File: config.mk
export PLATFORM = sky130hd
export DESIGN_NAME = div_unit
export DESIGN_NICKNAME = d
export VERILOG_FILES = /design/src/rtl/rv32_pkg.sv /design/src/rtl/div_step.sv /design/src/rtl/div_unit.sv
export SDC_FILE = /design/constraint.sdc
export NUM_CORES = 1
export LEC_CHECK = 0
export CORE_MARGIN = 3
export CORE_UTILIZATION = 28
export DETAILED_ROUTE_END_ITERATION = 10
export GPL_ROUTABILITY_DRIVEN = 0
export PLACE_DENSITY_LB_ADDON = 0.2
export SYNTH_ARGS = -nofsm -noshare
export SYNTH_HDL_FRONTEND = slang
export SYNTH_SLANG_ARGS = --single-unit
File: constraint.sdc
create_clock -name clk_in -period 9.15 [get_ports clk_in]
set_clock_uncertainty 0.15 [all_clocks]
set_input_delay 1.83 -clock clk_in [delete_from_list [all_inputs] [get_ports clk_in]]
set_output_delay 1.83 -clock clk_in [all_outputs]
set_load 0.005 [all_outputs]
File: src/rtl/rv32_pkg.sv
// rv32_pkg: shared RV32 width and M-extension divide op encodings
package rv32_pkg;
   localparam int xlen = 32;
   typedef enum logic [1:0] {
      op_div  = 2'b00,
      op_divu = 2'b01,
      op_rem  = 2'b10,
      op_remu = 2'b11
   } div_op_t;
endpackage

File: src/rtl/div_step.sv
// div_step: one restoring-division step (shift in next dividend bit, trial subtract, keep or restore)
module div_step
   import rv32_pkg::*;
#(
   parameter int data_width = xlen
) (
   input  logic [data_width-1:0] rem,
   input  logic [data_width-1:0] quo,
   input  logic [data_width-1:0] dvs,
   output logic [data_width-1:0] rem_next,
   output logic [data_width-1:0] quo_next
);
   logic [data_width:0] shifted;
   logic [data_width:0] diff;
   // borrow out of the trial subtract means the divisor did not fit: restore and shift in 0
   always_comb begin
      shifted  = {rem, quo[data_width-1]};
      diff     = shifted - {1'b0, dvs};
      rem_next = diff[data_width] ? shifted[data_width-1:0] : diff[data_width-1:0];
      quo_next = {quo[data_width-2:0], ~diff[data_width]};
   end
endmodule

File: src/rtl/div_unit.sv
// div_unit: iterative RV32M divider (DIV/DIVU/REM/REMU), one quotient bit per cycle
module div_unit
   import rv32_pkg::*;
#(
   parameter int data_width = xlen
) (
   input  logic                  clk_in,
   input  logic                  rst_in,
   input  logic                  start_in,
   input  logic [1:0]            op_in,
   input  logic [data_width-1:0] a_in,
   input  logic [data_width-1:0] b_in,
   input  logic                  flush_in,
   output logic                  busy_out,
   output logic                  done_out,
   output logic [data_width-1:0] res_out
);
   typedef enum logic [1:0] {idle, calc, fix, done} state_t;
   localparam logic [data_width-1:0] min_neg = {1'b1, {(data_width-1){1'b0}}};
   state_t                state;
   div_op_t               op_q;
   logic [data_width-1:0] quo, rem, dvs;
   logic                  neg_q, neg_r;
   logic [5:0]            cnt;
   logic [data_width-1:0] quo_step, rem_step;
   logic                  is_signed, a_neg, b_neg, special;
   logic [data_width-1:0] a_mag, b_mag, special_res, fixed_res;
   div_step #(.data_width(data_width)) u_step (
      .rem      (rem),
      .quo      (quo),
      .dvs      (dvs),
      .rem_next (rem_step),
      .quo_next (quo_step)
   );
   // operand decode: magnitudes, sign flags, divide-by-zero/overflow shortcut and final sign fix
   always_comb begin
      is_signed   = (op_in == op_div) || (op_in == op_rem);
      a_neg       = is_signed & a_in[data_width-1];
      b_neg       = is_signed & b_in[data_width-1];
      a_mag       = a_neg ? -a_in : a_in;
      b_mag       = b_neg ? -b_in : b_in;
      special     = ~|b_in || (is_signed && a_in == min_neg && &b_in);
      special_res = ~|b_in ? (op_in[1] ? a_in : {data_width{1'b1}}) : (op_in[1] ? '0 : min_neg);
      fixed_res   = (op_q == op_rem || op_q == op_remu) ? (neg_r ? -rem : rem) : (neg_q ? -quo : quo);
   end
   // control FSM with registered busy/done/result; flush aborts silently and beats start
   always_ff @(posedge clk_in or posedge rst_in) begin
      if (rst_in) begin
         state    <= idle;
         op_q     <= op_div;
         quo      <= '0;
         rem      <= '0;
         dvs      <= '0;
         neg_q    <= 1'b0;
         neg_r    <= 1'b0;
         cnt      <= '0;
         busy_out <= 1'b0;
         done_out <= 1'b0;
         res_out  <= '0;
      end else if (flush_in) begin
         state    <= idle;
         busy_out <= 1'b0;
         done_out <= 1'b0;
      end else begin
         case (state)
            idle: if (start_in) begin
               op_q     <= div_op_t'(op_in);
               quo      <= a_mag;
               rem      <= '0;
               dvs      <= b_mag;
               neg_q    <= a_neg ^ b_neg;
               neg_r    <= a_neg;
               cnt      <= 6'(data_width - 1);
               busy_out <= 1'b1;
               state    <= special ? done : calc;
               done_out <= special;
               if (special) res_out <= special_res;
            end
            calc: begin
               rem <= rem_step;
               quo <= quo_step;
               cnt <= cnt - 6'd1;
               if (cnt == 6'd0) state <= fix;
            end
            fix: begin
               res_out  <= fixed_res;
               done_out <= 1'b1;
               state    <= done;
            end
            done: begin
               busy_out <= 1'b0;
               done_out <= 1'b0;
               state    <= idle;
            end
         endcase
      end
   end
endmodule

==> run metrics, run 1 <==
Post-synth EDFFs=0; share of the synthesized area in the top cell type=32.4%; synth top area cells=dfrtp_1, o21ai_0, xnor2_1, nand2_1, a21oi_1; register area share after synthesis=32.4%; met2 Resource Use GR=23.8%; Max clock buf depth=2; synthesized instance count=1,403; max-cap check violation count=0; ANT nets after route=0; grt met3 use=2.30%; Final Setup Violations=0; pwr/cell area=398 nW/µm²; worst slew pin tran=1.10 ns; Setup WS pre-CTS=3.22 ns; Core Area=38,000 µm²; # placed instances=1,957; TritonCTS clock tree=built; first-pass GRT wire length=52.7 mm; initial core utilization=28.7%; met1 GRT Util=23.9%; die height=203 µm; Main synth FF type=dfrtp_1; post-DR wirelength/cell=16.3 µm; VDD IR-drop max=0.139 mV; H-tree depth reported by CTS=4; layout cell share with drive strength beyond 1=4.19%; crit path DAT=5.73 ns; yosys warns=0; clock root buffer=clkbuf_16; Setup Buffers After CTS=0; DR pass1 iterations=5; number of synthesized register bits=141; Final nets=1,579; die area=41,300 µm²; I/O pin count=104; endpoint type of the worst setup path=register; DP HPWL=24.5 mm; I/O Buffers=103; initial antenna violation count=0; most frequent cells in the layout=o21ai_0, nand2_1, dfrtp_1, a21oi_1, nor2_1; Req. time, crit path=9.35 ns; GR Util All Layers=15.7%; Synth cell types=59; Synth async-reset ratio=100%; mapped cell area=10,900 µm²; # diodes=0; RSZ-0062 raised after global routing=false; cts repair resizes=0; Cell Rows=71; synthesized area per cell=7.77 µm²; post-layout min period=5.52 ns; syn nets=1,517; area leader, netlist=dfrtp_1; routed wire length=32.4 mm; slew margin rel.=25.8%; largest net degree at the start of global routing=86; CTS Hold Bufs=0; most used routing layer in global routing=met1; Final Non-Filler Cells=1,989; most common cell after layout, fill and taps aside=o21ai_0; Worst Hold Class=reg2reg; Max Slew Vio Count=0; 1st-iter DRT viols=566; total CTS buffers=17; Skew-Pair Late Insertion Delay=0.43 ns; Area growth syn-to-layout=19.6%; Pleak=5.61 nW; Worst Setup Path Type=in2reg; Sink Count=141; Final Hold Viols=0; setup ws final=3.63 ns; fmax=181 MHz; DR DRC count=0; vias in the first global route=9,512; Vias per Instance=5.01; CP Launch Type=input pin; setup TNS=0 ns; total congestion overflow=0; Tcrit/Tclk final=60.3%; vias=9,971; run status=finished clean; crit path max fanout=64; post-layout util=34.3%; CTS clk-pin slew, worst paths=0.07 ns; DIE WIDTH=203 µm
[cell usage after synthesis, drive strengths merged, types with 5 or more instances]
cell type,count
a211oi,5
a21o,11
a21oi,130
a22oi,11
a31oi,29
and2,6
and3,11
buf,17
clkbuf,55
dfrtp,141
ha,43
inv,60
mux2i,34
nand2,183
nand2b,14
nand3,18
nand4,14
nor2,120
nor2b,6
nor3,28
nor4,15
o211ai,7
o21a,5
o21ai,193
o31ai,18
o41ai,10
or2,6
or3,21
or4,12
xnor2,81
xor2,59
[cell families after synthesis]
logic type / share of synthesized area [%]
buffers and inverters: 4.83
adders and majority gates: 5.12
muxes: 3.43
xor gates and xnor gates: 11.2
AOI/OAI and AO/OA: 23.1
and+or+nand+nor: 19.9
DFF: 32.4
[worst max-delay path: stages]
cell	delay, ns
clkdlybuf4s50_1	0.51
or4_1	0.61
nor3_2	0.17
and3_1	0.30
nand3b_1	0.17
or4_1	0.74
o21ai_2	0.19
nand2_1	0.12
a211oi_4	0.23
buf_4	0.50
o21ai_0	0.18
o22ai_1	0.13
[sequential cells by signal, indices dropped and copies added, names as in the netlist, 2 cells and up]
register / flops
dvs: 32
state: 2
quo: 32
res_out: 32
rem: 32
cnt: 6
[cell type report]
| type | instances | area [µm²] |
|---|---|---|
| clock buffer | 18 | 429 |
| clock inverter | 14 | 216 |
| fill | 4056 | 25000 |
| inverter | 60 | 230 |
| multi-input combinational | 1130 | 6880 |
| sequential | 141 | 3530 |
| tap | 511 | 639 |
| timing repair buffer | 115 | 1120 |
[per-layer routing]
layer	wire length (µm)	up-vias
met5	0	-
met4	244	0
met3	1350	15
met2	13600	225
met1	17200	4659
li1	-	5072
[power breakdown]
part           internal (W)  switching, W  total (W)
combinational       0.00136       0.00178    0.00315
clock              0.000486      0.000298   0.000784
sequential         0.000903      0.000354    0.00126
[worst paths after layout]
kind,from,to,slack [ns],cells after the start
max in group asynchronous,rst_in,dvs[21],5.76,3
hold / removal,dvs[9],dvs[9],0.33,2
setup reg to reg,quo[31],rem[13],5.07,14
min in group asynchronous,rst_in,res_out[5],1.76,2
setup / recovery,b_in[6],res_out[31],3.63,12
hold reg to reg,dvs[9],dvs[9],0.33,2
[through the flow]
step                hold slack (ns)  instance area, µm²  power (W)
floorplan                     0.300               10900    0.00350
global placement              0.313               12400    0.00437
detailed placement            0.322               12400    0.00439
CTS                           0.335               13000    0.00520
global route                  0.356               13000    0.00569
finish                        0.328               13000    0.00519
Power figures use the tool's default switching activity.
==> inputs of run 2 (changes only) <==
==> constraint.sdc (replaced) <==
create_clock -name clk_in -period 5 [get_ports clk_in]
set_clock_uncertainty 0.15 [all_clocks]
set_input_delay 1 -clock clk_in [delete_from_list [all_inputs] [get_ports clk_in]]
set_output_delay 1 -clock clk_in [all_outputs]
set_load 0.005 [all_outputs]
==> run 2 against run 1 <==
Utilization rose by 0.18 points. Routed wire length rose by 0.49%. Worst setup slack got worse by 2.8 ns. Clock-buffer cell count stayed put. Register-to-register slack lost 4.1 ns. Combinational power up 83%. Non-clock buffer count increased by 8. Via count barely moved. Design area is 0.52% higher. Total power increased by 82%. Critical endpoint unchanged.
==> run metrics, run 2 (same netlist as run 1, synthesis figures left out) <==
run status=finished clean (unchanged); cts repair resizes=0 (unchanged); endpoint type of the worst setup path=register (unchanged); slew margin rel.=21.8% (was 25.8%); vias in the first global route=9,356 (was 9,512); I/O pin count=104 (unchanged); hold path cells=2 (unchanged); Vias per Instance=5.00 (was 5.01); Sink Count=141 (unchanged); grt met3 use=2.03% (was 2.30%); placed inst area=12,500 µm² (was 12,400 µm²); Skew-Pair Late Insertion Delay=0.43 ns (about the same); CTS clk-pin slew, worst paths=0.07 ns (about the same); Area growth syn-to-layout=20.2% (was 19.6%); Worst Setup Path Type=in2reg (unchanged); CTS Hold Bufs=0 (unchanged); final non-filler cell area=13,100 µm² (was 13,000 µm²); die height=203 µm (unchanged); most used routing layer in global routing=met1 (unchanged); TritonCTS clock tree=built (unchanged); Worst Setup SP=b_in[6] (unchanged); 1st-iter DRT viols=536 (was 566); # diodes=0 (unchanged); post-DR wirelength/cell=16.3 µm (about the same); Worst Hold Class=reg2reg (unchanged); routed wire length=32.6 mm (was 32.4 mm); Max clock buf depth=2 (unchanged); crit path max fanout=64 (unchanged); post-layout min period=4.22 ns; Cell Rows=71 (unchanged); die area=41,300 µm² (unchanged); DR DRC count=0 (unchanged); Final nets=1,587 (was 1,579); crit path DAT=4.42 ns (was 5.73 ns); RSZ-0062 raised after global routing=false (unchanged); setup ws final=0.781 ns (was 3.63 ns); Core Area=38,000 µm² (unchanged); Final Hold Viols=0 (unchanged); total CTS buffers=17 (unchanged); FF-to-FF setup slack=0.95 ns (was 5.07 ns); Pleak=5.64 nW (was 5.61 nW); initial core utilization=28.7% (unchanged); Worst R2R Start=quo[31] (unchanged); layout cell share with drive strength beyond 1=4.71% (was 4.19%); Setup WS pre-CTS=0.342 ns (was 3.22 ns); total congestion overflow=0 (unchanged); met2 Resource Use GR=23.4% (was 23.8%); pwr/cell area=721 nW/µm² (was 398 nW/µm²); first-pass GRT wire length=52.4 mm (was 52.7 mm); most common cell after layout, fill and taps aside=o21ai_0 (unchanged); Max Slew Vio Count=0 (unchanged); Final Setup Violations=0 (unchanged); largest net degree at the start of global routing=86 (unchanged); initial antenna violation count=0 (unchanged); Req. time, crit path=5.20 ns (was 9.35 ns); I/O Buffers=103 (unchanged); clock root buffer=clkbuf_16 (unchanged); GR Util All Layers=15.6% (was 15.7%); Tcrit/Tclk final=84.4%; H-tree depth reported by CTS=4 (unchanged); worst slew pin tran=1.17 ns (was 1.10 ns); max-cap check violation count=0 (unchanged); DP HPWL=24.5 mm (about the same); met1 GRT Util=24.1% (was 23.9%); DR pass1 iterations=6 (was 5); most frequent cells in the layout=o21ai_0, nand2_1, dfrtp_1, a21oi_1, nor2_1 (unchanged); R2R cell count=14 (unchanged); Final Non-Filler Cells=1,996 (was 1,989); ANT nets after route=0 (unchanged); vias=9,975 (was 9,971); fmax=237 MHz; hold path start=dvs[18] (was dvs[9]); total power=0.00945 W (was 0.00519 W); CP Launch Type=input pin (unchanged); setup TNS=0 ns (unchanged); # placed instances=1,965 (was 1,957); DIE WIDTH=203 µm (unchanged); Setup Buffers After CTS=0 (unchanged); VDD IR-drop max=0.261 mV (was 0.139 mV)
-- run 2: worst max-delay path, stage by stage --
cell	delay [ns]
clkdlybuf4s50_1	0.50
or4_1	0.59
nor3_2	0.17
and3_1	0.30
nand3b_1	0.16
or4_1	0.61
o21ai_2	0.15
nand2_1	0.12
a211oi_4	0.28
buf_12	0.27
o21ai_0	0.13
o22ai_1	0.12
-- run 2: final timing paths --
kind                          endpoint
max                        res_out[31]
min                            dvs[18]
max reg2reg                    rem[25]
min reg2reg                    dvs[18]
max in group asynchronous      dvs[21]
min in group asynchronous   res_out[9]
-- run 2: metrics by stage --
stage | hold WS [ns] | util (%)
4_1_cts | 0.336 | 34.5
3_5_place_dp | 0.323 | 32.8
2_1_floorplan | 0.300 | -
3_3_place_gp | 0.312 | 32.8
6_report | 0.327 | 34.5
5_1_grt | 0.357 | 34.5
-- run 2: cell type report --
class / count / area (µm²)
flip-flops and latches: 141 / 3530
inverters: 60 / 230
multi-input cells: 1130 / 6880
repair buffers: 123 / 1210
clock inverters: 13 / 189
clock buffers: 18 / 439
fillers: 4083 / 24900
well taps: 511 / 639
-- run 2: routing by layer --
metal	part of all wire, %	up-vias
li1	-	5102
met1	53	4661
met2	42	197
met3	4.4	15
met4	0.64	0
met5	0	-
-- run 2: power breakdown --
group	internal [W]	switching, W	total, W
Sequential	0.00165	0.000647	0.00230
Combinational	0.00252	0.00324	0.00576
Clock	0.000850	0.000545	0.00140
